### src/rtl/am_mod_pkg.sv
// Shared constants, quadrant type and arithmetic helpers for the AM modulator.
// The sine table is generated at elaboration time from quarter_sine().
package am_mod_pkg;

  localparam int unsigned PHASE_W           = 32;
  localparam int unsigned LUT_AW            = 8;
  localparam int unsigned AUD_W             = 18;
  localparam int unsigned DAC_W             = 8;
  localparam int unsigned SINE_W            = 16;
  localparam int unsigned PROD_W            = AUD_W + SINE_W;
  localparam int          ENV_ONE           = 2**16;
  localparam int unsigned SHIFT             = 25;
  localparam int          DAC_MAX           = 2**(DAC_W-1) - 1;
  localparam int unsigned DEFAULT_PHASE_INC = 343597384;
  localparam int unsigned DEFAULT_INTERP    = 125;

  typedef enum logic [1:0] {
    QUAD_0 = 2'd0,
    QUAD_1 = 2'd1,
    QUAD_2 = 2'd2,
    QUAD_3 = 2'd3
  } quadrant_t;

  // Half-bin offset keeps the table symmetric, so mirroring a quadrant is a plain bit flip.
  function automatic int quarter_sine(input int unsigned idx, input int unsigned aw);
    real ang;
    ang = 1.5707963267948966 * (real'(idx) + 0.5) / real'(2**aw);
    return $rtoi(real'(2**(SINE_W-1) - 1) * $sin(ang) + 0.5);
  endfunction

  function automatic logic signed [DAC_W-1:0] sat_dac(input logic signed [PROD_W-1:0] p);
    logic signed [PROD_W-1:0] sh;
    logic signed [DAC_W-1:0]  res;
    sh = p >>> SHIFT;
    if (sh > PROD_W'(DAC_MAX)) begin
      res = DAC_W'(DAC_MAX);
    end else if (sh < PROD_W'(-DAC_MAX)) begin
      res = DAC_W'(-DAC_MAX);
    end else begin
      res = DAC_W'(sh);
    end
    return res;
  endfunction

endpackage

### src/rtl/am_modulator_rom.sv
// Quarter-wave sine ROM with a registered one-cycle read; unsigned amplitude.
module quarter_sine_rom #(
  parameter int unsigned LUT_AW = am_mod_pkg::LUT_AW,
  parameter int unsigned SINE_W = am_mod_pkg::SINE_W
) (
  input  logic              clk,
  input  logic              rst,
  input  logic [LUT_AW-1:0] addr,
  output logic [SINE_W-1:0] data
);
  import am_mod_pkg::*;

  logic [SINE_W-1:0] rom [2**LUT_AW];

  for (genvar i = 0; i < 2**LUT_AW; i++) begin : g_rom
    localparam logic [SINE_W-1:0] VAL = SINE_W'(quarter_sine(i, LUT_AW));
    assign rom[i] = VAL;
  end

  always_ff @(posedge clk or posedge rst) begin
    if (rst) begin
      data <= '0;
    end else begin
      data <= rom[addr];
    end
  end

endmodule

### src/rtl/am_modulator.sv
// Full-carrier AM modulator: zero-order-held audio forms 0.5 + 0.5*m*audio,
// multiplied by a quarter-wave-ROM NCO carrier into 8-bit signed DAC samples.
module am_modulator #(
  parameter int unsigned PHASE_W = am_mod_pkg::PHASE_W,
  parameter int unsigned LUT_AW  = am_mod_pkg::LUT_AW,
  parameter int unsigned INTERP  = am_mod_pkg::DEFAULT_INTERP,
  parameter int unsigned AUD_W   = am_mod_pkg::AUD_W
) (
  input  logic               clk,
  input  logic               rst,
  input  logic [PHASE_W-1:0] phase_inc,
  input  logic [7:0]         mod_index,
  input  logic [AUD_W-1:0]   audio_in,
  input  logic               audio_valid,
  output logic               audio_ready,
  output logic [7:0]         dac_out,
  output logic               dac_valid,
  output logic               underrun
);
  import am_mod_pkg::*;

  localparam int unsigned CNT_W = (INTERP > 1) ? $clog2(INTERP) : 1;

  // Sample hold / handshake
  logic [CNT_W-1:0]        tick_cnt;
  logic                    tick;
  logic                    transfer;
  logic                    buf_full;
  logic signed [AUD_W-1:0] aud_buf;
  logic signed [AUD_W-1:0] cur_sample;
  logic [7:0]              mod_reg;

  // Envelope
  logic signed [AUD_W+8:0] aud_x_mod;
  logic signed [AUD_W:0]   scaled_r;
  logic signed [AUD_W:0]   env_r;

  // NCO and product pipeline
  logic [PHASE_W-1:0]      phase;
  logic [LUT_AW-1:0]       raw_addr;
  logic [LUT_AW-1:0]       addr_s1;
  quadrant_t               quad_s1;
  quadrant_t               quad_s2;
  logic [SINE_W-1:0]       rom_q;
  logic signed [SINE_W:0]  sine_mag;
  logic signed [SINE_W:0]  sine_s;
  logic signed [PROD_W-1:0] prod_s3;
  logic [3:0]              vld_sr;

  assign tick        = (tick_cnt == CNT_W'(INTERP - 1));
  assign audio_ready = ~buf_full & ~rst;
  assign transfer    = audio_valid & audio_ready;
  assign dac_valid   = vld_sr[3];

  always_ff @(posedge clk or posedge rst) begin
    if (rst) begin
      tick_cnt <= '0;
    end else if (tick) begin
      tick_cnt <= '0;
    end else begin
      tick_cnt <= tick_cnt + CNT_W'(1);
    end
  end

  // A transfer can only land while the buffer is empty, so a tick seeing
  // buf_full never collides with a new write into the same slot.
  always_ff @(posedge clk or posedge rst) begin
    if (rst) begin
      buf_full   <= 1'b0;
      aud_buf    <= '0;
      cur_sample <= '0;
      mod_reg    <= '0;
      underrun   <= 1'b0;
    end else begin
      if (transfer) begin
        aud_buf <= audio_in;
      end
      if (tick) begin
        mod_reg <= mod_index;
        if (buf_full) begin
          cur_sample <= aud_buf;
        end else begin
          underrun <= 1'b1;
        end
      end
      if (transfer) begin
        buf_full <= 1'b1;
      end else if (tick) begin
        buf_full <= 1'b0;
      end
    end
  end

  assign aud_x_mod = (AUD_W+9)'(cur_sample) * (AUD_W+9)'($signed({1'b0, mod_reg}));

  // Two envelope register stages line the new sample up with the sine path,
  // so it reaches dac_out four edges after the tick that loaded it.
  always_ff @(posedge clk or posedge rst) begin
    if (rst) begin
      scaled_r <= '0;
      env_r    <= '0;
    end else begin
      scaled_r <= (AUD_W+1)'(aud_x_mod >>> 8);
      env_r    <= (AUD_W+1)'(ENV_ONE) + (scaled_r >>> 1);
    end
  end

  assign raw_addr = phase[PHASE_W-3 -: LUT_AW];

  always_ff @(posedge clk or posedge rst) begin
    if (rst) begin
      phase   <= '0;
      addr_s1 <= '0;
      quad_s1 <= QUAD_0;
      quad_s2 <= QUAD_0;
    end else begin
      phase   <= phase + phase_inc;
      addr_s1 <= phase[PHASE_W-2] ? ~raw_addr : raw_addr;
      quad_s1 <= quadrant_t'(phase[PHASE_W-1 -: 2]);
      quad_s2 <= quad_s1;
    end
  end

  quarter_sine_rom #(
    .LUT_AW (LUT_AW),
    .SINE_W (SINE_W)
  ) u_rom (
    .clk  (clk),
    .rst  (rst),
    .addr (addr_s1),
    .data (rom_q)
  );

  always_comb begin
    sine_mag = $signed({1'b0, rom_q});
    sine_s   = sine_mag;
    if (quad_s2 == QUAD_2 || quad_s2 == QUAD_3) begin
      sine_s = -sine_mag;
    end
  end

  always_ff @(posedge clk or posedge rst) begin
    if (rst) begin
      prod_s3 <= '0;
      dac_out <= '0;
      vld_sr  <= '0;
    end else begin
      prod_s3 <= PROD_W'(env_r) * PROD_W'(sine_s);
      dac_out <= sat_dac(prod_s3);
      vld_sr  <= {vld_sr[2:0], 1'b1};
    end
  end

endmodule

### config.mk
export PLATFORM = sky130hd
export DESIGN_NAME = am_modulator
export DESIGN_NICKNAME = d
export VERILOG_FILES = /design/src/rtl/am_mod_pkg.sv /design/src/rtl/am_modulator_rom.sv /design/src/rtl/am_modulator.sv
export SDC_FILE = /design/constraint.sdc
export NUM_CORES = 2
export LEC_CHECK = 0
export BUFFER_PORTS_ARGS = -buffer_cell sky130_fd_sc_hd__buf_2
export CAP_MARGIN = 15
export CORE_ASPECT_RATIO = 2
export CORE_MARGIN = 2
export CORE_UTILIZATION = 55
export DETAILED_ROUTE_END_ITERATION = 16
export PLACE_DENSITY = 0.75
export SLEW_MARGIN = 20
export SYNTH_ARGS = -nofsm -noshare
export SYNTH_HDL_FRONTEND = slang
export SYNTH_HIERARCHICAL = 1
export SYNTH_SLANG_ARGS = --single-unit
### constraint.sdc
create_clock -name clk -period 7.02 [get_ports clk]
set_clock_uncertainty 0.1 [all_clocks]
set_input_delay 0.351 -clock clk [delete_from_list [all_inputs] [get_ports clk]]
set_output_delay 0.351 -clock clk [all_outputs]
set_load 0.005 [all_outputs]
==> reports/results.tsv <==
stage	metric	value	unit
status	status	finished with violations	
status	violated checks	setup timing	
clock_network	Clk pin slew, worst setup/hold paths	0.09	ns
route	WL per Instance	25.3	um
grt	All-Layer GR Usage	38.0	%
layout	Area growth syn-to-layout	10.0	%
timing	Setup Viol. Count Final	8	
yosys	number of synthesized flops with an enable pin	0	
route	Iteration-0 DRC Markers	1441	
clock_network	Clock Tree Buf Depth	2	
timing	Slew @ Worst Pin	1.15	ns
route	drt total wl	93600	um
setup_path	Worst EP arrival	7.67	ns
timing	Final Hold Vio Count	0	
clock_network	CTS H-tree lvls	4	
timing	Max Slew Vio Count	0	
setup_path	CP Launch Type	register	
floorplanning	core area	48200	um^2
floorplanning	num ports	72	
route	DRC Markers	0	
timing	Slew HR	23.1	%
layout	number of flip-flops in the largest register	32	
setup_path	critical path endpoint category	register	
layout	# nets final	3718	
timing	crit path time final	7.40	ns
layout	Most flops, register	phase	
clock_network	Skew-Pair Late Insertion Delay	0.48	ns
pwr	Worst VDD drop	369	uV
grt	initial antenna violation count	9	
floorplanning	Initial Utilization	55.6	%
yosys	Yosys reg bits	168	
yosys	synthesis warning total	6	
flow_run	Max Cap Viol	0	
clock_network	CTS Sinks	168	
floorplanning	die area	50600	um^2
placement	RePlAce Congestion	1.03	
timing	crit share post-route	105	%
floorplanning	DIE WIDTH	160	um
clock_network	Num CTS Buffers	17	
route	vias per inst	6.09	
yosys	sequential-to-total area share from yosys stat	15.7	%
yosys	Mapped Cells	2963	
timing	Final WS setup	-0.380	ns
timing	TNS Setup	-1.63	ns
yosys	synthesized cell area	26800	um^2
pwr	Static Leak	14.7	nW
layout	fin util	61.2	%
placement	post-DP HPWL	72300	um
floorplanning	Row Count	114	
yosys	Synth cell types	92	
yosys	Post-Syn Nets	3632	
timing	Fmax achieved	0.135	GHz
placement	Port Buf Inserts	71	
route	drt pass-1 iters	8	
layout	Filler cells	4124	
grt	pin count of the biggest net entering global routing	82	
yosys	FFs w/ async S/R, synth	100	%
route	remaining antenna violation count after routing	0	
layout	Seq. cell area	4210	um^2
yosys	Main synth FF type	dfrtp_1	
grt	global-route wire length before repair	143000	um
route	via count	22560	
setup_path	WP data required	7.29	ns
clock_network	Root Driver	clkbuf_16	
floorplanning	Die Y	316	um
timing	RSZ-0062 raised after global routing	true	
clock_network	CTS tree	yes	
setup_path	CP Class	reg -> reg	
pwr	Pwr Total	0.0126	W
layout	multi-input combinational cell area	20300	um^2
layout	biggest regs	phase (32), env_r (19)	
grt	vias in the first global route	25112	
layout	share of cells above drive strength 1	12.0	%
yosys	synthesized area per cell	9.04	um^2
min_path	HP Class	in -> reg	
setup_path	Critical Path Fanout Max	7	
pwr	Cell Pwr Density	427	nW/um^2
grt	Overflow after GRT	0	
==> per-stage QoR <==
stage	setup WS (ns)	hold slack [ns]	instances	cell area, um^2
5_1_grt	-0.580	0.00829	3707	29500
2_1_floorplan	0.0109	0.152	2963	26900
3_5_place_dp	-0.390	0.236	3628	28200
3_3_place_gp	-0.226	0.232	3628	28200
6_report	-0.380	0.0102	3707	29500
4_1_cts	-0.359	0.000349	3699	29300
==> layer usage <==
layer  up-vias  global-route usage, %  wire, um
met5         -                      0        13
met4         2                   37.7     11000
met3       509                   6.98      5500
met2      1071                   67.8     48700
met1     11330                   35.8     28400
li1       9648                      -         -
==> power by group <==
| part | internal [W] | switching (W) | leakage (nW) | total [W] |
|---|---|---|---|---|
| Clock | 0.000494 | 0.000550 | 0.305 | 0.00104 |
| Sequential | 0.00129 | 0.000282 | 2.08 | 0.00157 |
| Combinational | 0.00371 | 0.00626 | 12.4 | 0.00997 |
==> placed cells by master, fill, tap and decap left out, types with 13 or more instances in the layout <==
cell / n
a221oi_1: 13
a311oi_1: 14
clkbuf_16: 17
buf_4: 111
xnor2_1: 63
o21ai_0: 101
mux2_2: 44
fa_1: 419
or2_2: 13
o311ai_0: 13
a21o_1: 14
dlygate4sd3_1: 14
a211oi_1: 23
nor2b_1: 63
a21oi_1: 84
o31ai_1: 20
dfrtp_1: 164
nor2_1: 131
a31oi_1: 22
nand2b_1: 50
and2_1: 184
o21a_1: 18
nand3_1: 35
nor3_1: 41
inv_1: 515
and3_1: 20
buf_2: 71
nand2_1: 311
o211ai_1: 23
xor2_1: 27
ha_1: 175
==> kinds of logic after synthesis <==
logic type,share of synthesized area [%]
multiplexers,2.46
flip-flops,15.7
buffers and inverters,9.82
AND/OR/NAND/NOR,16.9
other,0.0280
XOR/XNOR,3.10
AO/OA/AOI/OAI,11.7
adder cells (fa/ha/maj),40.3
==> repair_timing <==
action	in CTS	in global routing
endpoints found under the hold margin	28	0
setup endpoints to repair	8	9
buffers inserted	27	2
pin swaps	43	34
hold buffers	14	0
resized for setup	35	25
cloned	0	0
==> Yosys cell counts (all sizes together) (36+ instances only) <==
| cell | number | area share, % |
|---|---|---|
| mux2 | 44 | 1.8 |
| o21ai | 113 | 2.1 |
| and2 | 185 | 4.3 |
| xnor2 | 64 | 2.1 |
| clkbuf | 87 | 1.2 |
| fa | 425 | 32 |
| nand3 | 36 | 0.67 |
| dfrtp | 168 | 16 |
| nand2b | 53 | 1.2 |
| ha | 183 | 8.5 |
| a21oi | 91 | 1.7 |
| buf | 57 | 1.3 |
| nor2b | 64 | 1.5 |
| nor2 | 136 | 1.9 |
| nor3 | 42 | 0.78 |
| nand2 | 311 | 4.4 |
| inv | 521 | 7.3 |
==> cell type report <==
cell class	count	share of cell area (%)
multi-input cells	2129	68.8
flip-flops and latches	168	14.3
inverters	522	6.66
repair buffers	211	5.35
well taps	638	2.71
clock buffers	17	1.44
clock inverters	15	0.734
diodes	7	0.0594
==> critical path: stages, from the launching register on <==
cell and delay [ns]:
dfrtp_1 0.38, or4_4 0.54, or3_4 0.38, buf_6 0.14, o41ai_4 0.39, xor2_2 0.21
buf_6 0.15, and2b_2 0.22, fa_2 0.45, fa_2 0.59, fa_2 0.44, fa_1 0.40
fa_1 0.51, inv_1 0.05, fa_1 0.50, inv_2 0.05, ha_4 0.22, a21oi_2 0.13
o21ai_1 0.08, a221oi_2 0.34, buf_4 0.20, o21ai_4 0.06, a2111oi_4 0.36, o21bai_1 0.15
buf_4 0.15, xor2_1 0.13
==> path summary, 6_finish.rpt <==
check / from / endpoint / slack (ns) / cells after the start
worst max-delay path: u_rom/data[6] / prod_s3[29] / -0.38 / 25
max in group asynchronous: rst / cur_sample[2] / 4.87 / 4
worst max register to register: u_rom/data[6] / prod_s3[29] / -0.38 / 25
worst min register to register: scaled_r[3] / env_r[2] / 0.25 / 0
min in group asynchronous: rst / scaled_r[18] / 0.53 / 3
worst min-delay path: audio_in[11] / aud_buf[11] / 0.01 / 2
(Power assumes the default switching activity.)
